$ cat src/rtl/gpio_in_debounce.sv
// Purpose : two-flop synchroniser plus per-bit debounce for raw GPIO pins, with
//           rise/fall pulses, sticky write-1-to-clear change flags and a maskable level IRQ.
// Latency : a steady new pin value first captured by s1 at edge k is accepted at
//           edge k+1+DB_CYCLES (gpio_i, pulse, flag and irq_o all update together).
// Backpr. : none; pins are sampled every clock and nothing can stall the block.
//
// Ports:
//   clk       - system clock, rising edge
//   reset_n   - asynchronous active-low reset (release is synchronous to clk upstream)
//   pin_i     - raw asynchronous board pins
//   gpio_i    - debounced level, feeds the SoC gpio_i input
//   rise_o    - one-cycle pulse per bit on an accepted 0->1 change
//   fall_o    - one-cycle pulse per bit on an accepted 1->0 change
//   flag_o    - sticky per-bit change flags
//   clr_i     - per-bit write-1-to-clear strobe for flag_o (an event that cycle wins)
//   irq_en_i  - per-bit interrupt enable
//   irq_o     - registered level interrupt: any enabled flag set
module gpio_in_debounce #(
  parameter int                 WIDTH     = 8,
  parameter int                 DB_CYCLES = 16,
  parameter logic [WIDTH-1:0]   INIT      = '0
) (
  input  logic             clk,
  input  logic             reset_n,
  input  logic [WIDTH-1:0] pin_i,
  output logic [WIDTH-1:0] gpio_i,
  output logic [WIDTH-1:0] rise_o,
  output logic [WIDTH-1:0] fall_o,
  output logic [WIDTH-1:0] flag_o,
  input  logic [WIDTH-1:0] clr_i,
  input  logic [WIDTH-1:0] irq_en_i,
  output logic             irq_o
);

  localparam int             CW      = $clog2(DB_CYCLES);
  localparam logic [CW-1:0]  CNT_MAX = CW'(DB_CYCLES - 1);
  localparam logic [CW-1:0]  CNT_ONE = CW'(1);

  // Synchroniser chain
  logic [WIDTH-1:0] s1_q, s1_d;
  logic [WIDTH-1:0] s2_q, s2_d;

  // Debounce state
  logic [WIDTH-1:0]         stable_q, stable_d;
  logic [WIDTH-1:0][CW-1:0] cnt_q, cnt_d;

  // Event outputs
  logic [WIDTH-1:0] rise_q, rise_d;
  logic [WIDTH-1:0] fall_q, fall_d;
  logic [WIDTH-1:0] flag_q, flag_d;
  logic             irq_q, irq_d;

  // Per-bit update event for the current cycle
  logic [WIDTH-1:0] upd;

  always_comb begin
    s1_d     = pin_i;
    s2_d     = s1_q;
    stable_d = stable_q;
    cnt_d    = cnt_q;
    rise_d   = '0;
    fall_d   = '0;
    upd      = '0;

    for (int b = 0; b < WIDTH; b++) begin
      if (s2_q[b] == stable_q[b]) begin
        // Agreeing sample: any count in progress was a glitch, discard it.
        cnt_d[b] = '0;
      end else if (cnt_q[b] == CNT_MAX) begin
        // DB_CYCLES consecutive differing samples: accept the new level.
        stable_d[b] = s2_q[b];
        cnt_d[b]    = '0;
        upd[b]      = 1'b1;
        rise_d[b]   = s2_q[b];
        fall_d[b]   = ~s2_q[b];
      end else begin
        cnt_d[b] = cnt_q[b] + CNT_ONE;
      end
    end

    // A new event overrides a simultaneous clear so no change is ever lost.
    flag_d = (flag_q & ~clr_i) | upd;

    // Built from flag_d so the request tracks the flag on the same edge.
    irq_d = |(flag_d & irq_en_i);
  end

  always_ff @(posedge clk or negedge reset_n) begin
    if (!reset_n) begin
      s1_q     <= INIT;
      s2_q     <= INIT;
      stable_q <= INIT;
      cnt_q    <= '0;
      rise_q   <= '0;
      fall_q   <= '0;
      flag_q   <= '0;
      irq_q    <= 1'b0;
    end else begin
      s1_q     <= s1_d;
      s2_q     <= s2_d;
      stable_q <= stable_d;
      cnt_q    <= cnt_d;
      rise_q   <= rise_d;
      fall_q   <= fall_d;
      flag_q   <= flag_d;
      irq_q    <= irq_d;
    end
  end

  assign gpio_i = stable_q;
  assign rise_o = rise_q;
  assign fall_o = fall_q;
  assign flag_o = flag_q;
  assign irq_o  = irq_q;

endmodule

$ cat config.mk
export PLATFORM = sky130hd
export DESIGN_NAME = gpio_in_debounce
export DESIGN_NICKNAME = d
export VERILOG_FILES = /design/src/rtl/gpio_in_debounce.sv
export SDC_FILE = /design/constraint.sdc
export NUM_CORES = 1
export LEC_CHECK = 0
export CELL_PAD_IN_SITES_DETAIL_PLACEMENT = 1
export CELL_PAD_IN_SITES_GLOBAL_PLACEMENT = 2
export CORE_UTILIZATION = 39
export CTS_BUF_LIST = sky130_fd_sc_hd__clkbuf_8
export DETAILED_ROUTE_END_ITERATION = 12
export PLACE_DENSITY = 0.91
export RECOVER_POWER = 100
export SLEW_MARGIN = 40
export SYNTH_ARGS = -nofsm -noshare
export SYNTH_HDL_FRONTEND = slang
export SYNTH_SLANG_ARGS = --single-unit
export TNS_END_PERCENT = 20
$ cat constraint.sdc
create_clock -name clk -period 2.93 [get_ports clk]
set_input_delay 0.4395 -clock clk [delete_from_list [all_inputs] [get_ports clk]]
set_output_delay 0.4395 -clock clk [all_outputs]
set_load 0.01 [all_outputs]
# == Word-level counts from Yosys, hierarchy flattened ==
# Index checks and enable logic that the tools add are counted.
# word_totals
register_bits,81
in_bits,26
output_inout_bits,33
wordCells,139
# classes
addsub,8
eq_ne,16
muxes,64
bitwise,20
n_reduce_logical,9
# op_table
cell,count
4-bit two-way mux,16
1-bit two-way mux,48
"4-bit by 1-bit adder with 4-bit output, second input constant",8
"4-bit == test, second input constant",8
8-bit AND,2
1-bit NOT,16
2-bit AND reduction,8
1-bit == test,8
8-bit NOT,1
8-bit OR,1
8-bit OR reduction,1

# == Depth between registers and ports, before layout ==
# Gate-level depths: netlist (run 1).
# depth
word_depth,6
depth_mapped,5
depth_no_buf,5

# == Worst setup path after synthesis (run 1) ==
# OpenSTA, ideal clock, no wires.
# synth_path
path_type,reg-to-reg
start,register cnt_q[4] (netlist bit)
end,"register irq_q, in the netlist irq_o"
setup_time_ps,139
arrival_ps,1405
required_ps,2791
slack_ps,1387
path_stages_with_launch,6
n_path_buf,0
period_less_slack_ps,1543
cell_sequence,dfrtp_1 ha_1 nand3_1 nand2b_1 o22ai_1 or4_1
# synth_via
elab_chain_len,6
# synth_lines
element,line,text
start: declaration,45,"logic [WIDTH-1:0][CW-1:0] cnt_q, cnt_d;"
start signal: assignment,102,cnt_q <= cnt_d;
4-bit == test,69,end else if (cnt_q[b] == CNT_MAX) begin
1-bit two-way mux,69,
1-bit two-way mux,66,if (s2_q[b] == stable_q[b]) begin
8-bit OR,82,flag_d = (flag_q & ~clr_i) | upd;
8-bit AND,85,irq_d = |(flag_d & irq_en_i);
8-bit OR reduction,85,
via irq_d,51,"logic irq_q, irq_d;"
end signal: assignment,106,irq_q <= irq_d;
end: declaration,51,
# The timed path passes the listed nets, and every way through them passes these cells.
# A chain may end at the register's enable or synchronous reset.

# == Worst setup path in the final report (run 1) ==
# layout_path
start,"register stable_q[4], in the netlist gpio_i[4]"
end,output port gpio_i[4]
# layout_lines
element,line,text
start: declaration,44,"logic [WIDTH-1:0] stable_q, stable_d;"
start signal: assignment,101,stable_q <= stable_d;
end: declaration,26,"output logic [WIDTH-1:0] gpio_i,"
# No word-level cell between the ends.

==> results.md, run 1 <==
- The number of maximum-capacitance violations is 1.
- The clock tree from TritonCTS is done.
- The kind of capture point of the worst setup path is an output pin.
- The final standard cell area without fillers is 4040 um^2.
- The die outline area is between 8000 and 9000 um^2.
- The delay of the slowest cell on the worst path is 0.64 ns.
- After technology mapping, the gate count stands at about 240.
- The count of yosys warnings during synthesis is 0.
- For this run, the total global-route usage over all layers was measured as 0.1681.
- The met3 layer usage reported by global route is 0.05611.
- The area of the core region is 7687 um^2.
- The class of the tightest hold or removal check is reg -> reg.
- On the final layout, the worst clock skew is 0.007366 ns.
- In this run the critical register-to-register path is launched from cnt_q[4].
- The final standard cell utilization of the core is 0.5256.
- The post-layout minimum cycle time is 1.859 ns.
- The y dimension of the die is 91.07 um.
- The worst pin sits at a relative slew slack of -0.2949.
- The run finished, with violations left.
- The number of max-slew violations in the final report is 82.
- The worst setup path is launched from a flip-flop.
- The family with the most delay on the worst path is buffers and inverters.
- The footprint of the multi-input gates is between 1000 and 1500 um^2.
- The placed wire-length estimate is 4.185 mm.
- The deepest level of the CTS H-tree is 3.
- The count of different cell masters after synthesis is 22.
- Of the cells placed in the final design, the portion with a size suffix greater than 1 is 0.08254.
- The total number of placement rows is 32.
- The post-CTS resize count is 0.
- The top fanout value on the critical path is 5.
- The checks that failed: capacitance limit, slew limit.
- In this run the most used layer during global routing was met2.
- For this run, design rule violations remaining after detail routing come to 0.
- The number of antenna violations at the first check in global routing came to 0.
- The share of synthesized area in the top cell type comes to 0.6551.
- The met1 usage in global routing is 0.2200.
- The number of nets in the synthesized netlist is 275.
- Setup repair after global routing left no endpoint under its margin.
- For the final routed database, the setup TNS stands at 0 ns.
- The timing startpoint of the critical path is gpio_i[4].
- The slowest stage cell on the critical path is dlygate4sd3_1.
- The slew at the pin closest to its max-slew limit is between 1.5 and 2 ns.
- The effective utilization at floorplan is 0.4025.
- The detailed router placed 1,984 vias in this run.
- In the global route stage, met2 resource usage came out at 0.2576.
- The worst-skew pair later-pin latency is 0.35 ns.
- Traced cell by cell, the critical path runs through dlygate4sd3_1.
- The commonest cells after synthesis are dfrtp_1, xor2_1, nand3_1.
- The critical path is of the reg -> out type.
- The routed via count divided by cell count is 4.758.
- The maximum number of pins on one net before global-route repair is between 80 and 90.
- The number of design-rule violations left by the first detailed-router iteration is 75.
- The mapped netlist covers roughly 3100 um^2.
- The I/O pin total is 59.
- Buffers inserted during clock tree synthesis total 9.
- At the end of routability-driven placement, the weighted congestion stood at ~0.75.
- The final routed wire length divided by cell count is 14.48 um.
- The leakage power summed over all cells is 2.040 nW.
- The count of buffers added on input and output ports is just under 60.
- Averaged over all synthesized cells, the footprint is 12.84 um^2.
- The total congestion overflow is 0.
- In this run the post-CTS setup repair buffer count came out at 0.
- The number of failing hold endpoints at the final stage is 0.
- Clock tree synthesis selected as its root buffer the cell clkbuf_8.
- The number of flops mapped to enable cells by yosys is 0.
- Data on the critical path arrives at its endpoint at about 1.4 ns.
- For this block, the routed nets add up to 6.040 mm of wire.
- The antenna diode count is 0.
- The area growth from synthesis to layout is 30.57%.
- By instance count, the leading cell after synthesis is dfrtp_1.
- The number of buffers on the longest clock path is 2.
- The floorplan step set the die width to 91.07 um.
- After filler insertion, the fill cell instance count of the layout stands at between 800 and 900.
- Across the whole layout, storage elements account for ~2000 um^2.
- Setup violations remaining at the end of the flow were counted as 0.
- The total placed instance area is 3804 um^2.
- The worst-case IR drop observed on VDD is 0.3284 mV.
- Data on the critical path is required at its endpoint by 2.49 ns.
- The share of the yosys chip area belonging to registers is 0.6551.
- The count of clock tree sinks is 81.
- Counting both buffers and inverters, the worst setup path holds a total of 1.
- In the finished design, the share of the clock period the worst path needs comes to 0.6346.
- Buffers inserted to repair hold after CTS numbered 0.
- Clock-pin slew was measured on the worst setup and hold paths at approximately 0.070 ns.
- The share of flip-flops with an asynchronous set or reset is 1.000.
- The count of nets left with antenna violations after detail routing is 0.
- Static timing analysis puts the maximum clock frequency at 0.5378 GHz.
- The post-synthesis register bit count is 81.
- Before antenna repair, the detailed router went through 4 iterations.
- The number of nets at the end of the flow is approximately 340.
- The startpoint identified for the worst hold timing path is s1_q[6].
- The most used flip-flop cell after synthesis is dfrtp_1.
- The global-route wire length before repair is roughly 11 mm.
- The top cell type by total area after synthesis is dfrtp_1.
- The power density of the placed cells is between 500 and 600 nW/um^2.
- The via count of the first global-routing pass is 2,127.
- By area the synthesized netlist is led by dfrtp_1, xor2_1, nor3b_1.
==> metrics by stage <==
| stage | total power, mW | hold slack [ns] | setup WS [ns] | std cells |
|---|---|---|---|---|
| after floorplan | 1.247 | 0.1439 | 1.387 | 241 |
| after global placement | 1.317 | 0.3320 | 0.9424 | 401 |
| after detailed placement | 1.324 | 0.3363 | 0.8948 | 401 |
| after CTS | 2.311 | 0.1426 | 1.098 | 417 |
| after global routing | 2.366 | 0.3576 | 0.7508 | 417 |
| final | 2.268 | 0.3525 | 1.071 | 417 |
==> cell families after synthesis <==
logic type | share of synthesized area
muxes | 0.02912
DFF | 0.6551
and+or+nand+nor | 0.1755
adders and majority gates | 0.03235
buffers and inverters | 0.01456
AOI/OAI and AO/OA | 0.02548
xor gates and xnor gates | 0.06793
==> area by class of cell <==
class                   instances  area share
flip-flops and latches         81      0.5017
multi-input cells             148      0.2530
repair buffers                 58      0.1425
clock buffers                  10     0.03407
well taps                     102     0.03159
clock inverters                 6     0.02601
inverters                      12     0.01115
==> placed cells by master, fill, tap and decap left out <==
cell type and count:
and3b_1 2, and2_1 2, nand4_1 1, mux2_2 8
o22ai_1 2, or4_1 1, clkbuf_8 10, clkdlybuf4s50_1 16
xor2_1 24, nor2_1 16, and2_0 14, a31oi_1 1
and4_1 1, nand3b_1 4, o21ai_0 6, clkinv_2 3
nand2b_1 4, inv_1 12, a22o_1 2, and3_1 4
nor3b_1 16, bufinv_16 3, a31oi_2 1, clkbuf_2 1
dfrtp_1 81, ha_1 8, nand3_1 21, dlygate4sd3_1 41
nand2_1 10
==> worst paths after layout <==
check / to / slack, ns / cells after the start
setup reg to reg: irq_o / 1.19 / 5
setup / recovery: gpio_i[4] / 1.07 / 1
min in group asynchronous: cnt_q[17] / 0.62 / 1
hold reg to reg: s2_q[6] / 0.35 / 0
max in group asynchronous: gpio_i[7] / 1.15 / 1
hold / removal: s2_q[6] / 0.35 / 0
==> flip-flops by register name, indices dropped and copies added, names as in the netlist <==
signal	cells
cnt_q	32
flag_o	8
s2_q	8
rise_o	8
fall_o	8
irq_o	1
gpio_i	8
s1_q	8
==> power breakdown <==
part	switching, mW	total [mW]	leakage, nW	internal [mW]
combinational	0.0564	0.111	0.840	0.0548
sequential	0.0303	1.19	1.07	1.16
clock	0.387	0.972	0.126	0.585
==> metal layers <==
layer | up-vias | wire length, um
met2 | 48 | 2822
met3 | 10 | 339
met5 | - | 0
li1 | 946 | -
met1 | 980 | 2787
met4 | 0 | 91
(Power assumes the default switching activity.)
==> run 2, diff against run 1 <==
--- a/config.mk
+++ b/config.mk
@@ -7,10 +7,10 @@
 export LEC_CHECK = 0
 export CELL_PAD_IN_SITES_DETAIL_PLACEMENT = 1
 export CELL_PAD_IN_SITES_GLOBAL_PLACEMENT = 2
-export CORE_UTILIZATION = 39
+export CORE_UTILIZATION = 32
 export CTS_BUF_LIST = sky130_fd_sc_hd__clkbuf_8
 export DETAILED_ROUTE_END_ITERATION = 12
-export PLACE_DENSITY = 0.91
+export PLACE_DENSITY = 0.8
 export RECOVER_POWER = 100
 export SLEW_MARGIN = 40
 export SYNTH_ARGS = -nofsm -noshare
==> constraint.sdc (replaced) <==
create_clock -name clk -period 1.5 [get_ports clk]
set_input_delay 0.225 -clock clk [delete_from_list [all_inputs] [get_ports clk]]
set_output_delay 0.225 -clock clk [all_outputs]
set_load 0.01 [all_outputs]
==> results.md, run 2 (synthesized netlist as in run 1, its figures left out) <==
- For this run the aggregate overflow at the end of global routing stands at 0.
- At the worst endpoint, the required time is between 1.5 and 2 ns.
- The placed wire-length estimate is 4.963 mm.
- The setup path with the least slack is of type reg -> reg.
- In the final layout, the share of cells above drive strength 1 is 0.2066.
- The via count of the first global-routing pass is 2,365.
- The post-route clock period utilization is 1.033.
- In the global route stage, overall resource usage came out at 0.1474.
- The met2 usage is 0.2418.
- The global placer's final weighted congestion is 0.7300.
- The area of the core region is 9284 um^2.
- After detailed routing, the total wire length is about 6.7 mm.
- The class of the tightest hold or removal check is reg -> reg.
- The register with the most flip-flops in the final layout is cnt_q.
- The effective utilization at floorplan is 0.3333.
- Counting the buffers created by CTS gives 9.
- The port buffer count is 58.
- The flow ran to the end, but the final reports show violations.
- The worst setup path is captured at a flip-flop.
- The share of total power in sequential cells is 0.527.
- The clock tree synthesis step divided the H-tree into 3 levels.
- The worst-case IR drop observed on VDD is 0.4274 mV.
- Cell internal power was estimated by the tool at 3.401 mW.
- Once placement completed, the tool counted placed cells totaling about 480.
- Once detail routing completed, the nets flagged for antenna violations numbered 0.
- The worst pin sits at a relative slew slack of 0.4227.
- The fill cell instance count of the final layout is 1,020.
- The total placed instance area is approximately 4200 um^2.
- The nature of the critical path startpoint is a flip-flop.
- The total via count in the routed design is 2,175.
- The I/O pin total is 59.
- The floorplan step set the die height to roughly 100 um.
- Power spread over the standard cell area amounts to just under 1000 nW/um^2.
- The area growth from synthesis to final layout is 43.19%.
- On the final layout, the worst hold slack is 0.3516 ns.
- The top cell types in the final layout, fill and taps aside, are dfrtp_1, clkdlybuf4s50_1, buf_4, xor2_1, nand3_1.
- The final number of setup-violating endpoints is 1.
- The number of nets at the end of the flow is 392.
- TritonCTS built the clock tree.
- The number of failing hold endpoints at the final stage came to 0.
- Subtracting the final worst setup slack from the clock period gives 1.549 ns.
- The die outline area is 10,070 um^2.
- The final standard cell count with taps included and fillers excluded is roughly 500.
- The die boundary width is 100.3 um.
- The count of clock tree sinks is slightly above 80.
- The floorplan has 35 rows.
- The maximum number of pins on one net before global-route repair is 47.
- The number of max-slew violations in the final report is 0.
- The DRC violations left is 0.
- The global-route wire length before repair is roughly 11 mm.
- The CTS clock-pin slew for the worst setup and hold paths is 0.09 ns.
- Static timing analysis puts the maximum clock frequency at 0.6456 GHz.
- Tracing the worst setup path back leads to its startpoint at cnt_q[28].
- In the final routed layout, each cell accounts on average for 13.61 um.
- The final reports fail on setup timing.
- The switching share of power is 0.2250.
- The register with the most flip-flops in the layout has 32 of them.
- The met1 usage in global routing is 0.1853.
- In this run the most critical hold path is launched from s1_q[3].
- Across the run, the number of max-cap violations was 0.
- The combinational group share of total power is 0.066.
- The first detailed-routing pass took 4 iterations.
- Setup repair after global routing could not meet its margin everywhere.
- The CTS root buffer is clkbuf_8.
- The routed via count divided by cell count is between 4 and 5.
- The net switching power is 987.2 uW.
- The share of total power dissipated in the clock network is 0.407.
- The worst-skew pair later-pin latency is 0.35 ns.
- The library cell used most frequently in the layout, excluding fill and tap cells, is dfrtp_1.
- The number of antenna diodes in the final layout is 0.
- The worst-case setup margin in the final layout is -0.04889 ns.
- The met3 layer usage reported by global route is 0.03969.
- The slowest stage cell on the critical path is or4_1.
- In this run the deepest clock path goes through 2 buffers.
- In this design, the stage delay of the slowest critical-path cell is 0.48 ns.
- Traced cell by cell, the critical path runs through ha_1, nand3_1, nand2b_4, o22ai_1, or4_1.
- The top fanout value on the critical path is 2.
- In this run the most used layer during global routing was met2.
- The number of design-rule violations left by the first detailed-router iteration is 51.
- The number of antenna violations at the first check in global routing is 0.
- The slew at the pin closest to its max-slew limit is 0.8660 ns.
- The leakage power summed over all cells is approximately 2.2 nW.
- The finished cells cover 4431 um^2.
- The signal arrival time at the worst endpoint is 1.76 ns.
- The final standard cell utilization of the core is 0.4772.
- The startpoint identified for the worst register-to-register timing path is cnt_q[28].
- Between clock sinks in the finished design, the worst skew comes to 0.01002 ns.
run 2: changes by cell type in the layout (fill, tap and decap cells not counted), sizes merged:
cell | previous run | this run
buf | 0 | 32
dlygate4sd3 | 41 | 9
clkdlybuf4s50 | 16 | 32
dlygate4sd2 | 0 | 16
clkbuf | 11 | 26
bufinv | 3 | 2
clkdlybuf4s25 | 0 | 1
clkinv | 3 | 2
clkinvlp | 0 | 1
inv | 12 | 13
run 2: path summary, 6_finish.rpt:
check,depth (start not counted),end,slack [ns]
worst max-delay path,5,irq_o,-0.05
worst min-delay path,0,s2_q[3],0.35
worst max register to register,5,irq_o,-0.05
worst min register to register,0,s2_q[3],0.35
max in group asynchronous,3,cnt_q[0],0.33
min in group asynchronous,3,s1_q[4],0.56
run 2: repair_timing:
action                                 CTS  global route
pin swaps                                0             1
gates resized for setup                 16            11
hold buffers                             1             0
setup buffers                            0             0
setup endpoints to repair               17             2
endpoints found under the hold margin   81             0
run 2: stage by stage:
step,setup TNS (ns),power [mW],setup slack (ns)
after floorplan,0,2.438,0.001834
after global placement,-0.2753,2.649,-0.2753
after detailed placement,-0.3255,2.666,-0.3255
after CTS,-0.09515,4.490,-0.09515
after global routing,-0.1227,4.612,-0.1227
final,-0.04889,4.388,-0.04889
run 2: area by class of cell:
class | count | area [um^2] | share of cell area
repair buffers | 106 | 873.3 | 0.1971
flip-flops and latches | 81 | 2027 | 0.4575
clock inverters | 6 | 90.09 | 0.02033
well taps | 129 | 161.4 | 0.03643
clock buffers | 10 | 137.6 | 0.03106
inverters | 12 | 45.04 | 0.01017
multi-input cells | 148 | 1096 | 0.2474
run 2: metal layers:
layer | vias up | share of wire
li1 | 1047 | -
met1 | 1072 | 0.43
met2 | 43 | 0.50
met3 | 13 | 0.042
met4 | 0 | 0.026
met5 | - | 0
run 2: critical path: cells and delay by family, from the launching register on:
| family | cells | cell delay (ns) |
|---|---|---|
| simple gates | 3 | 0.71 |
| flops | 1 | 0.40 |
| fa+ha+maj | 1 | 0.22 |
| compound gates | 1 | 0.10 |
run 2: power groups by stage:
stage                     sequential (mW)  clock [mW]  combinational [mW]
after floorplan                      2.34           0              0.0950
after global placement               2.35           0               0.301
after detailed placement             2.35           0               0.312
after CTS                            2.31        1.86               0.317
after global routing                 2.32        1.95               0.334
final                                2.31        1.79               0.288
==> run 3, diff against run 2 <==
--- a/config.mk
+++ b/config.mk
@@ -5,6 +5,7 @@
 export SDC_FILE = /design/constraint.sdc
 export NUM_CORES = 1
 export LEC_CHECK = 0
+export ABC_CLOCK_PERIOD_IN_PS = 1500
 export CELL_PAD_IN_SITES_DETAIL_PLACEMENT = 1
 export CELL_PAD_IN_SITES_GLOBAL_PLACEMENT = 2
 export CORE_UTILIZATION = 32
==> results of run 3 <==
No change in the layout: final DEF, timing and power equal those of run 2.
